## src/rtl/alu_arb_pkg.sv

```systemverilog
// Shared definitions for the two-requester ALU arbiter: FSM states, ALUctr codes.
package alu_arb_pkg;

  typedef enum logic [1:0] {
    IDLE = 2'd0,
    EXEC = 2'd1,
    RESP = 2'd2
  } arb_state_e;

  localparam logic [2:0] ALU_ADD  = 3'b000;
  localparam logic [2:0] ALU_ADDO = 3'b001;
  localparam logic [2:0] ALU_OR   = 3'b010;
  localparam logic [2:0] ALU_SUB  = 3'b100;
  localparam logic [2:0] ALU_SUBO = 3'b101;
  localparam logic [2:0] ALU_SLTU = 3'b110;
  localparam logic [2:0] ALU_SLT  = 3'b111;

  // Turns a requester id into its req_ready bit position.
  function automatic logic [1:0] id_to_onehot(input logic id);
    return id ? 2'b10 : 2'b01;
  endfunction

endpackage

```

## src/rtl/alu.sv

```systemverilog
// Existing combinational 32-bit ALU; code 011 falls back to a plain add.
module alu
  import alu_arb_pkg::*;
(
  input  logic [31:0] x,
  input  logic [31:0] y,
  input  logic [2:0]  ctr,
  output logic [31:0] r,
  output logic        overflow,
  output logic        zero
);

  logic [31:0] sum;
  logic [31:0] diff;
  logic        add_ovf;
  logic        sub_ovf;
  logic        lt_unsigned;
  logic        lt_signed;

  assign sum         = x + y;
  assign diff        = x - y;
  assign add_ovf     = (x[31] == y[31]) && (sum[31] != x[31]);
  assign sub_ovf     = (x[31] != y[31]) && (diff[31] != x[31]);
  assign lt_unsigned = x < y;
  assign lt_signed   = $signed(x) < $signed(y);

  // Result and overflow selection; overflow is only reported by the checked add/sub codes.
  always_comb begin
    r        = sum;
    overflow = 1'b0;
    case (ctr)
      ALU_ADD:  r = sum;
      ALU_ADDO: begin
        r        = sum;
        overflow = add_ovf;
      end
      ALU_OR:   r = x | y;
      ALU_SUB:  r = diff;
      ALU_SUBO: begin
        r        = diff;
        overflow = sub_ovf;
      end
      ALU_SLTU: r = {31'b0, lt_unsigned};
      ALU_SLT:  r = {31'b0, lt_signed};
      default:  r = sum;
    endcase
  end

  assign zero = (r == 32'd0);

endmodule

```

## src/rtl/rr_arb2.sv

```systemverilog
// Two-way request picker. Build macro ALU_ARB_FIXED_PRIO_EN selects fixed
// priority (requester 0 wins ties, pointer ignored); otherwise ties go to pointer.
module rr_arb2 (
  input  logic [1:0] req_valid,
  input  logic       pointer,
  output logic       grant_valid,
  output logic       grant
);

  assign grant_valid = |req_valid;

`ifdef ALU_ARB_FIXED_PRIO_EN
  logic unused_pointer;
  assign unused_pointer = pointer;

  // Requester 0 wins whenever it is asking.
  always_comb begin
    grant = 1'b0;
    if (!req_valid[0]) grant = 1'b1;
  end
`else
  // A lone requester wins; on a tie the pointer names the winner.
  always_comb begin
    grant = pointer;
    case (req_valid)
      2'b01:   grant = 1'b0;
      2'b10:   grant = 1'b1;
      default: grant = pointer;
    endcase
  end
`endif

endmodule

```

## src/rtl/alu_arbiter.sv

```systemverilog
// Shares one ALU between two requesters: accept, execute one registered cycle,
// hold the tagged response until consumed. Build macro ALU_ARB_FIXED_PRIO_EN
// switches the tie-break from round-robin to fixed priority for requester 0.
module alu_arbiter
  import alu_arb_pkg::*;
#(
  parameter int PRIO_INIT = 0,
  parameter int CNT_W     = 16
) (
  input  logic             clk,
  input  logic             rst,
  input  logic [1:0]       req_valid,
  output logic [1:0]       req_ready,
  input  logic [31:0]      req0_x,
  input  logic [31:0]      req1_x,
  input  logic [31:0]      req0_y,
  input  logic [31:0]      req1_y,
  input  logic [2:0]       req0_ctr,
  input  logic [2:0]       req1_ctr,
  output logic             resp_valid,
  input  logic             resp_ready,
  output logic             resp_id,
  output logic [31:0]      resp_r,
  output logic             resp_overflow,
  output logic             resp_zero,
  output logic             busy,
  output logic [CNT_W-1:0] op_count
);

  localparam logic PRIO_INIT_BIT = (PRIO_INIT != 0);

  arb_state_e  state;
  arb_state_e  state_next;

  logic        pointer;
  logic        arb_valid;
  logic        arb_grant;

  logic        load_op;
  logic        load_resp;
  logic        resp_done;

  logic [31:0] op_x;
  logic [31:0] op_y;
  logic [2:0]  op_ctr;
  logic        op_id;

  logic [31:0] alu_r;
  logic        alu_overflow;
  logic        alu_zero;

  rr_arb2 u_arb (
    .req_valid   (req_valid),
    .pointer     (pointer),
    .grant_valid (arb_valid),
    .grant       (arb_grant)
  );

  // The ALU only ever sees the captured operation.
  alu u_alu (
    .x        (op_x),
    .y        (op_y),
    .ctr      (op_ctr),
    .r        (alu_r),
    .overflow (alu_overflow),
    .zero     (alu_zero)
  );

  // State register.
  always_ff @(posedge clk) begin
    if (rst) state <= IDLE;
    else     state <= state_next;
  end

  // Next-state decode plus handshake strobes; grants are only offered while idle.
  always_comb begin
    state_next = state;
    req_ready  = 2'b00;
    load_op    = 1'b0;
    load_resp  = 1'b0;
    resp_done  = 1'b0;
    case (state)
      IDLE: begin
        if (arb_valid) begin
          req_ready  = id_to_onehot(arb_grant);
          load_op    = 1'b1;
          state_next = EXEC;
        end
      end
      EXEC: begin
        load_resp  = 1'b1;
        state_next = RESP;
      end
      RESP: begin
        if (resp_ready) begin
          resp_done  = 1'b1;
          state_next = IDLE;
        end
      end
      default: state_next = IDLE;
    endcase
  end

  // Capture the winning requester's operands and id at accept time.
  always_ff @(posedge clk) begin
    if (rst) begin
      op_x   <= 32'd0;
      op_y   <= 32'd0;
      op_ctr <= ALU_ADD;
      op_id  <= 1'b0;
    end else if (load_op) begin
      op_x   <= arb_grant ? req1_x   : req0_x;
      op_y   <= arb_grant ? req1_y   : req0_y;
      op_ctr <= arb_grant ? req1_ctr : req0_ctr;
      op_id  <= arb_grant;
    end
  end

  // Register the ALU outputs at the end of EXEC so the response stays stable while held.
  always_ff @(posedge clk) begin
    if (rst) begin
      resp_id       <= 1'b0;
      resp_r        <= 32'd0;
      resp_overflow <= 1'b0;
      resp_zero     <= 1'b0;
    end else if (load_resp) begin
      resp_id       <= op_id;
      resp_r        <= alu_r;
      resp_overflow <= alu_overflow;
      resp_zero     <= alu_zero;
    end
  end

  // Count consumed responses and hand tie priority to the requester just served's peer.
  always_ff @(posedge clk) begin
    if (rst) begin
      op_count <= '0;
      pointer  <= PRIO_INIT_BIT;
    end else if (resp_done) begin
      op_count <= op_count + CNT_W'(1);
      pointer  <= ~resp_id;
    end
  end

  assign resp_valid = (state == RESP);
  assign busy       = (state != IDLE);

endmodule

```

## config.mk

```make
export PLATFORM = sky130hd
export DESIGN_NAME = alu_arbiter
export DESIGN_NICKNAME = d
export VERILOG_FILES = /design/src/rtl/alu_arb_pkg.sv /design/src/rtl/alu.sv /design/src/rtl/rr_arb2.sv /design/src/rtl/alu_arbiter.sv
export SDC_FILE = /design/constraint.sdc
export NUM_CORES = 1
export LEC_CHECK = 0
export ABC_AREA = 1
export ABC_CLOCK_PERIOD_IN_PS = 2420
export BUFFER_PORTS_ARGS = -buffer_cell sky130_fd_sc_hd__buf_2
export CORE_MARGIN = 2
export CORE_UTILIZATION = 35
export DETAILED_ROUTE_END_ITERATION = 8
export GPL_TIMING_DRIVEN = 0
export SKIP_CTS_REPAIR_TIMING = 1
export SYNTH_ARGS = -nofsm -noshare
export SYNTH_HDL_FRONTEND = slang
export SYNTH_SLANG_ARGS = --single-unit
```

## constraint.sdc

```tcl
create_clock -name clk -period 2.42 [get_ports clk]
set_input_delay 0.242 -clock clk [delete_from_list [all_inputs] [get_ports clk]]
set_output_delay 0.242 -clock clk [all_outputs]
set_load 0.02 [all_outputs]
```

== After elaboration in Yosys (flattened, before gate mapping) ==
Index checks and enable logic that the tools add are counted.

* Bits in registers: 122
* Word-level logic and storage cells: 59
* Output and inout bits: 55
* Input port bits: 139

* Bitwise gates (word level): 2
* Reduce and logical (&&, ||, !) cells: 8
* $add $sub $neg: 3
* Muxes and demuxes: 17
* Magnitude comparators: 2
* Equality and inequality tests: 16

{| class="wikitable"
|+ Operators with widths
! cell !! number
|-
| $pmux 32 s4 || 1
|-
| $lt 32x32->1 || 2
|-
| $mux 32 || 2
|-
| $add 32x32->32 || 1
|-
| $logic_not 32->1 || 1
|-
| $or 32x32->32 || 1
|-
| $sub 32x32->32 || 1
|-
| $add 16x1->16 const B || 1
|-
| $eq 3x3->1 const B || 4
|-
| $mux 2 || 5
|-
| $pmux 2 s3 || 1
|-
| $mux 1 || 5
|-
| $eq 2x1->1 const B || 2
|-
| $eq 2x2->1 const B || 2
|-
| $pmux 1 s2 || 2
|-
| $reduce_or 2->1 || 2
|-
| $eq 3x1->1 const B || 1
|-
| $eq 3x2->1 const B || 1
|-
| $mux 3 || 1
|-
| $ne 1x1->1 || 3
|-
| $logic_and 1x1->1 || 2
|-
| $logic_not 2->1 || 1
|-
| $ne 2x1->1 const B || 1
|-
| $ne 2x2->1 const B || 1
|-
| 4 further kinds || 4
|}

== Longest topological paths before layout ==
Gate-level depths: netlist of run 1.

* Depth after elaboration: 5
* Gate-level depth with buffers: 22
* Mapped depth without buffers: 22

== Hierarchy ==
Synthesis of run 1 repeated with hierarchy kept, for this count alone.

* Cell total of the unflattened synthesis: 2000
* Area, all modules: 11364.6 um2

{| class="wikitable"
|+ Modules (own cells, without submodules)
! module !! instances !! sequential area each (um2) !! area each (um2) !! cells each
|-
| alu || 1 || 0.0 || 6477.5 || 1324
|-
| alu_arbiter || 1 || 2442.3 || 4835.9 || 667
|-
| rr_arb2 || 1 || 0.0 || 51.3 || 9
|}

== Worst setup path before layout of run 1 ==
OpenSTA, ideal clock, no wires.

* Path kind: flip-flop to flip-flop
* Start: register op_y[0]
* End: register resp_zero
* Buffers on the path: 0
* Arrival time: 2.235 ns
* Stages on the path, launching flop included: 21
* Required time: 2.353 ns
* Library setup time: 0.067 ns
* Path slack: 0.118 ns
* Clock period less this slack: 2.302 ns
* Cell sequence: dfxtp_1 ha_1 inv_1 fa_1 inv_1 nand3_1 nand2_1 nand2_2 nand2_2 nand2_1 nand2_1 nand3b_1 nand3_1 nand2_1 nand2_1 nand3_1 nor2_1 nand2_1 nor2_1 nand2_1 a21oi_2

* Word-level cells in the longest chain between the ends: 3
* Elaborated cells on any way between the ends: 7
* Classes of those cells: add/sub (2); order compare (2); mux (1); bitwise (1); reduce/logical (1)

{| class="wikitable"
|+ Ends and longest elaborated chain
! element !! line !! source
|-
| start: declaration || alu_arbiter.sv:44 || <nowiki>logic [31:0] op_y;</nowiki>
|-
| start signal: assignment || alu_arbiter.sv:113 || <nowiki>op_y <= arb_grant ? req1_y : req0_y;</nowiki>
|-
| $add 32x32->32 (tied with other cells) || alu.sv:20 || <nowiki>assign sum = x + y;</nowiki>
|-
| $pmux 32 s4 (*) || alu.sv:31 || <nowiki>case (ctr)</nowiki>
|-
| $logic_not 32->1 (*) || alu.sv:49 || <nowiki>assign zero = (r == 32'd0);</nowiki>
|-
| end signal: assignment || alu_arbiter.sv:130 || <nowiki>resp_zero <= alu_zero;</nowiki>
|-
| end: declaration || alu_arbiter.sv:25 || <nowiki>output logic resp_zero,</nowiki>
|}

Every way passes the cells marked *; elsewhere a longest branch is shown, timed or not.
A chain may end at the register's enable or synchronous reset.

== Final worst setup path of run 1 ==
Same ends and word-level chain as after synthesis.

==> results of run 1 <==
## metrics by stage
| stage | hold slack, ns | TNS (ns) |
|---|---|---|
| finish | 0.0358 | -0.682 |
| global route | 0.0383 | -1.66 |
| CTS | 0.0136 | -16.89 |
| detailed placement | 0.469 | -24.84 |
| global placement | 0.451 | -22.71 |
| floorplan | 0.397 | 0 |
## worst max-delay path, delay by kind of cell, from the launching register on
family	cells	cell delay, ns
simple gates	15	1.34
fa+ha+maj	2	0.55
flops	1	0.43
buf+inv	2	0.14
compound gates	1	0.11
## layout make-up
cell class | instances | area share
Multi-Input combinational cell | 1410 | 0.562
Sequential cell | 122 | 0.165
Timing Repair Buffer | 239 | 0.0864
Inverter | 308 | 0.0775
Buffer | 76 | 0.0362
Tap cell | 442 | 0.0360
Clock buffer | 17 | 0.0277
Clock inverter | 14 | 0.00969
## flip-flops by register name, summed over array words and instances (netlist names)
register / count
op_count: 16
op_ctr: 3
op_id: 1
op_x: 32
op_y: 32
pointer: 1
resp_id: 1
resp_overflow: 1
resp_r: 32
resp_zero: 1
state: 2
## final timing paths
kind | from | to | depth (start not counted)
max | op_y[0] | resp_zero | 20
max reg2reg | op_y[0] | resp_zero | 20
min | req0_x[28] | op_x[28] | 3
min reg2reg | resp_overflow | resp_overflow | 2
## power breakdown
group,switching (mW),internal (mW),total (mW)
registers,0.167,2.22,2.39
logic,3.80,2.03,5.83
clock network,1.11,1.51,2.63
total,5.09,5.76,10.8
## synth_stat cells (9+ instances only)
master    instances
nand2_1         529
inv_1           271
nor2_1          225
nand3_1         144
dfxtp_1         122
ha_1             98
a21oi_1          64
o21ai_0          54
a31oi_1          38
clkbuf_1         38
nand2_2          38
a221oi_1         33
inv_2            31
nand4_1          31
nor2_2           27
or2_2            24
buf_6            18
a21oi_2          17
nor2_4           16
buf_2            12
nor3_1           10
o21bai_1          9
## layer usage
metal  GRT usage  up-vias  share of wire
met2       0.446      492           0.44
met5           0        -              0
li1            -     6569              -
met1       0.381     6212           0.46
met4      0.0690        0          0.021
met3      0.0406       60          0.072
## logic make-up after synthesis
| group | synth area share |
|---|---|
| AO/OA/AOI/OAI | 0.123 |
| XOR/XNOR | 0.00375 |
| adder cells (fa/ha/maj) | 0.108 |
| buffers and inverters | 0.140 |
| flip-flops | 0.209 |
| AND/OR/NAND/NOR | 0.416 |
==> run_results.csv, run 1 <==
group,metric,value,unit
detailed_routing,vias,13300,
cells_and_area,fillers,3512,
sta,setup_viol,6,
clocking,tritoncts,"yes",
cells_and_area,seq_area,0.00253,mm²
min_path,worstHoldPathType,"input pin to flop",
logic_synthesis,yosysTopAreaCell,"dfxtp_1",
cells_and_area,synthToLayoutAreaGrowth,31.5,%
floorplan,core,0.0327,mm²
placement,place_area,0.0132,mm²
cells_and_area,mostFrequentLayoutCells,"459 x nand2_1, 251 x inv_1, 203 x buf_2, 198 x nor2_1, 121 x nand3_1",
placement,dp_cells,2550,
sta,fin_worst_skew,0.0102,ns
power,power_density,706,mW/mm²
clocking,htree_levels,4,
clocking,clk_latency,0.46,ns
floorplan,die_area,0.0348,mm²
worst_setup_path,path_common_cell,"nand2_1",
sta,fmaxAchievable,377,MHz
worst_setup_path,crit_required,2.80,ns
logic_synthesis,yosys_warnings,0,
clocking,cts_buffers,17,
power,power.total,10.8,mW
logic_synthesis,ys_seq_elements,122,
sta,maxSlewHeadroom,0.320,
sta,period_minus_slack,2.65,ns
logic_synthesis,async_flop_share,0,
logic_synthesis,synth_fp_nets,2155,
clocking,clkTransAtPathRegs,0.06,ns
logic_synthesis,yosysUniqueCellTypes,46,
detailed_routing,antenna_left,0,
cells_and_area,antennaDiodeCount,0,
worst_setup_path,crit_slowest_cell,"dfxtp_4",
detailed_routing,viasPerCell,5.07,
floorplan,start_util,0.357,
cells_and_area,nets,2413,
grt,grt_pass1_wl,72.5,mm
grt,grt-ovfl-total,0,
logic_synthesis,synth_area_leaders,"dfxtp_1 21%, nand2_1 17%, ha_1 11%",
status,violations,"setup timing",
clocking,clkSinkCount,122,
grt,grt_use_total,0.275,
cells_and_area,fin_area,0.0154,mm²
cells_and_area,final_common_cell,"nand2_1",
cells_and_area,drive_gt1_frac,0.335,
floorplan,ios,194,
floorplan,die-width,187,µm
sta,maxSlewViolCount,0,
worst_setup_path,arrival,3.03,ns
sta,fin_ws,-0.233,ns
power,vdd_drop_max,566,µV
grt,grt_pass1_vias,12400,
worst_setup_path,worstSetupStartpointType,"flop",
clocking,cts_root_buffer,"clkbuf_16",
logic_synthesis,synthCells,1916,
detailed_routing,routed_wl,49.3,mm
sta,worst_slew_pin_slew,1.02,ns
power,p_leak,7.44,nW
status,status,"finished, violations left",
placement,gp_congestion,0.974,
detailed_routing,drt_iter0_drc,831,
placement,portBuffers,192,
worst_setup_path,crit_path_max_fanout,4,
grt,grt_max_degree,17,
detailed_routing,drc,0,
worst_setup_path,r2r_setup_slack,-0.23,ns
sta,rsz0062_at_grt,"true",
detailed_routing,drt-pass1-iter-count,6,
detailed_routing,drt-wirelength-per-cell,18.8,µm
floorplan,core.rowCount,66,
logic_synthesis,netlist_area,0.0117,mm²
placement,hpwl,40.6,mm
worst_setup_path,cp-end-kind,"flop",
cells_and_area,final_util,0.470,
floorplan,fp.dieH,187,µm
logic_synthesis,synth_edf_count,0,
cells_and_area,instances_no_fill,2628,
cells_and_area,multi_input_area,0.00863,mm²
worst_setup_path,path_cells,"ha_4, inv_2, fa_2, inv_2, nand3_4, nand2_4, nand2_4, nand2_4, nand2_2, nand2_2, nand3b_1, nand3_1, nand2_1, nand2_1, nand3_2, nor2_1, nand2_1, nor2_1, nand2_1, a21oi_2",
sta,min_period_over_period,1.10,
worst_setup_path,path_class,"flop to flop",
logic_synthesis,yosysTopAreaCellShare,0.209,
placement,pre_cts_slack,-0.779,ns
logic_synthesis,dominantRegCellSynth,"dfxtp_1",
sta,hold_viol,0,
job,maxCapViolCount,0,
worst_setup_path,max_stage_delay,0.43,ns
clocking,cts_buffer_depth,2,
grt,antenna_found_initial,1,
logic_synthesis,syn-mean-instance-area,6.09,µm²
logic_synthesis,ys_seq_area_frac,0.209,
Note: power is estimated with default switching activity, not from simulation.
==> inputs of run 2 (changes only) <==
--- a/config.mk
+++ b/config.mk
@@ -12,7 +12,6 @@
 export CORE_UTILIZATION = 35
 export DETAILED_ROUTE_END_ITERATION = 8
 export GPL_TIMING_DRIVEN = 0
-export SKIP_CTS_REPAIR_TIMING = 1
 export SYNTH_ARGS = -nofsm -noshare
 export SYNTH_HDL_FRONTEND = slang
 export SYNTH_SLANG_ARGS = --single-unit
==> run_results.csv, run 2 (synthesized netlist as in run 1, its figures left out) <==
group,metric,value,unit
placement,pre_cts_slack,-0.779,ns
detailed_routing,drc,0,
detailed_routing,drt_iter0_drc,953,
sta,rsz0062_at_grt,"true",
detailed_routing,routed_wl,50.4,mm
power,pwr-share-seq,0.213,
clocking,tritoncts,"yes",
clocking,cts_buffers,17,
floorplan,die_area,0.0348,mm²
min_path,worstHoldPathType,"input pin to flop",
power,cellInternalPower,5.95,mW
worst_setup_path,arrival,3.02,ns
clocking,htree_levels,4,
worst_setup_path,max_stage_delay,0.35,ns
clocking,clk_latency,0.46,ns
detailed_routing,drt-wirelength-per-cell,18.9,µm
power,p_sw_frac,0.469,
clocking,clkSinkCount,122,
detailed_routing,antenna_left,0,
placement,portBuffers,192,
sta,min_period_over_period,1.09,
detailed_routing,viasPerCell,5.10,
cells_and_area,fillers,3454,
grt,grt_pass1_wl,74.4,mm
worst_setup_path,crit_path_max_fanout,8,
floorplan,fp.dieH,187,µm
cells_and_area,fin_area,0.0159,mm²
worst_setup_path,path_class,"flop to flop",
cells_and_area,final_common_cell,"nand2_1",
sta,worst_slew_pin_slew,1.02,ns
worst_setup_path,crit_slowest_cell,"dfxtp_2",
placement,hpwl,40.6,mm
job,maxCapViolCount,0,
power,power.total,11.2,mW
cells_and_area,top_regs,"op_x x32, op_y x32, resp_r x32",
cells_and_area,drive_gt1_frac,0.365,
clocking,holdBufCountCts,0,
power,switchingPower,5.26,mW
power,vdd_drop_max,580,µV
worst_setup_path,crit_required,2.80,ns
floorplan,start_util,0.357,
cells_and_area,synthToLayoutAreaGrowth,35.8,%
power,power_density,707,mW/mm²
floorplan,core.rowCount,66,
power,combPwrFrac,0.552,
worst_setup_path,path_common_cell,"nand2_1",
worst_setup_path,path_cells,"inv_2, ha_4, buf_12, clkinvlp_4, nand2_1, nand2_1, inv_1, nand2_2, a21oi_2, nand3_1, nand3_1, nand3_2, nor2_1, nand2_1, nor2_2, nand3_2, nor2_2, nand2_1, a21oi_2",
floorplan,ios,194,
placement,place_area,0.0132,mm²
cells_and_area,mostFrequentLayoutCells,"443 x nand2_1, 245 x inv_1, 204 x buf_2, 185 x nor2_1, 116 x nand3_1",
cells_and_area,nets,2446,
sta,fin_ws,-0.213,ns
sta,period_minus_slack,2.63,ns
sta,timing.hold.ws,0.0330,ns
sta,fmaxAchievable,380,MHz
floorplan,core,0.0327,mm²
grt,grt_pass1_vias,12800,
sta,hold_viol,0,
worst_setup_path,worstSetupStartpointType,"flop",
cells_and_area,antennaDiodeCount,0,
clocking,cts_root_buffer,"clkbuf_16",
floorplan,die-width,187,µm
status,violations,"setup timing",
sta,setup_viol,6,
power,clkPwrFrac,0.234,
placement,gp_congestion,0.974,
grt,grt-ovfl-total,0,
clocking,cts_buffer_depth,2,
sta,fin_worst_skew,0.0111,ns
grt,antenna_found_initial,1,
clocking,clkTransAtPathRegs,0.07,ns
worst_setup_path,cp-end-kind,"flop",
sta,maxSlewHeadroom,0.322,
power,p_leak,7.70,nW
status,status,"finished, violations left",
grt,grt_use_total,0.282,
grt,grt_max_degree,17,
sta,maxSlewViolCount,0,
detailed_routing,vias,13600,
detailed_routing,drt-pass1-iter-count,8,
## run 2: repair_timing
item / 4_1_cts / 5_1_grt
endpoints found under the setup margin: 84 / 26
buffers inserted: 37 / 42
gates cloned: 0 / 2
gates resized for setup: 176 / 248
endpoints found under the hold margin: 0 / 0
pin swaps: 35 / 80
## run 2: layout make-up
class	instances	area, µm²	share of cell area
Inverter	308	1190	0.0750
Tap cell	442	553	0.0349
Timing Repair Buffer	273	1590	0.100
Multi-Input combinational cell	1410	8850	0.558
Clock inverter	14	149	0.00939
Buffer	75	558	0.0352
Sequential cell	122	2530	0.160
Clock buffer	17	425	0.0268
## run 2: worst paths after layout
| kind | start | end | slack [ns] | cells after the start |
|---|---|---|---|---|
| max | op_y[14] | resp_zero | -0.21 | 19 |
| min | req0_x[28] | op_x[28] | 0.03 | 3 |
| max reg2reg | op_y[14] | resp_zero | -0.21 | 19 |
| min reg2reg | resp_overflow | resp_overflow | 0.48 | 2 |
## run 2: layer usage
layer | wire (µm) | share of wire | vias to the layer above | global-route usage
met2 | 22600 | 0.45 | 517 | 0.457
met5 | 0 | 0 | - | 0
met4 | 1080 | 0.021 | 0 | 0.0827
li1 | - | - | 6637 | -
met3 | 3490 | 0.069 | 61 | 0.0399
met1 | 23200 | 0.46 | 6353 | 0.389
## run 2: per-stage QoR
step | util | TNS (ns) | instances
floorplan | - | 0 | 1916
global placement | 0.403 | -22.71 | 2550
detailed placement | 0.403 | -24.84 | 2550
CTS | 0.447 | -0.526 | 2618
global route | 0.485 | -1.62 | 2661
finish | 0.485 | -0.696 | 2661
## run 2: critical path: cells and delay by family (launching register included)
family,cells,cell delay (ns)
compound gates,2,0.26
fa+ha+maj,1,0.27
buf+inv,4,0.41
flops,1,0.35
simple gates,12,1.25
## run 2: power by group through the flow
stage	Combinational (mW)	Clock (mW)	Sequential, mW
final	6.19	2.63	2.39
after global routing	6.71	2.73	2.42
after CTS	5.29	2.64	2.37
after detailed placement	4.76	0	2.41
after global placement	4.74	0	2.40
after floorplan	3.18	0	2.44
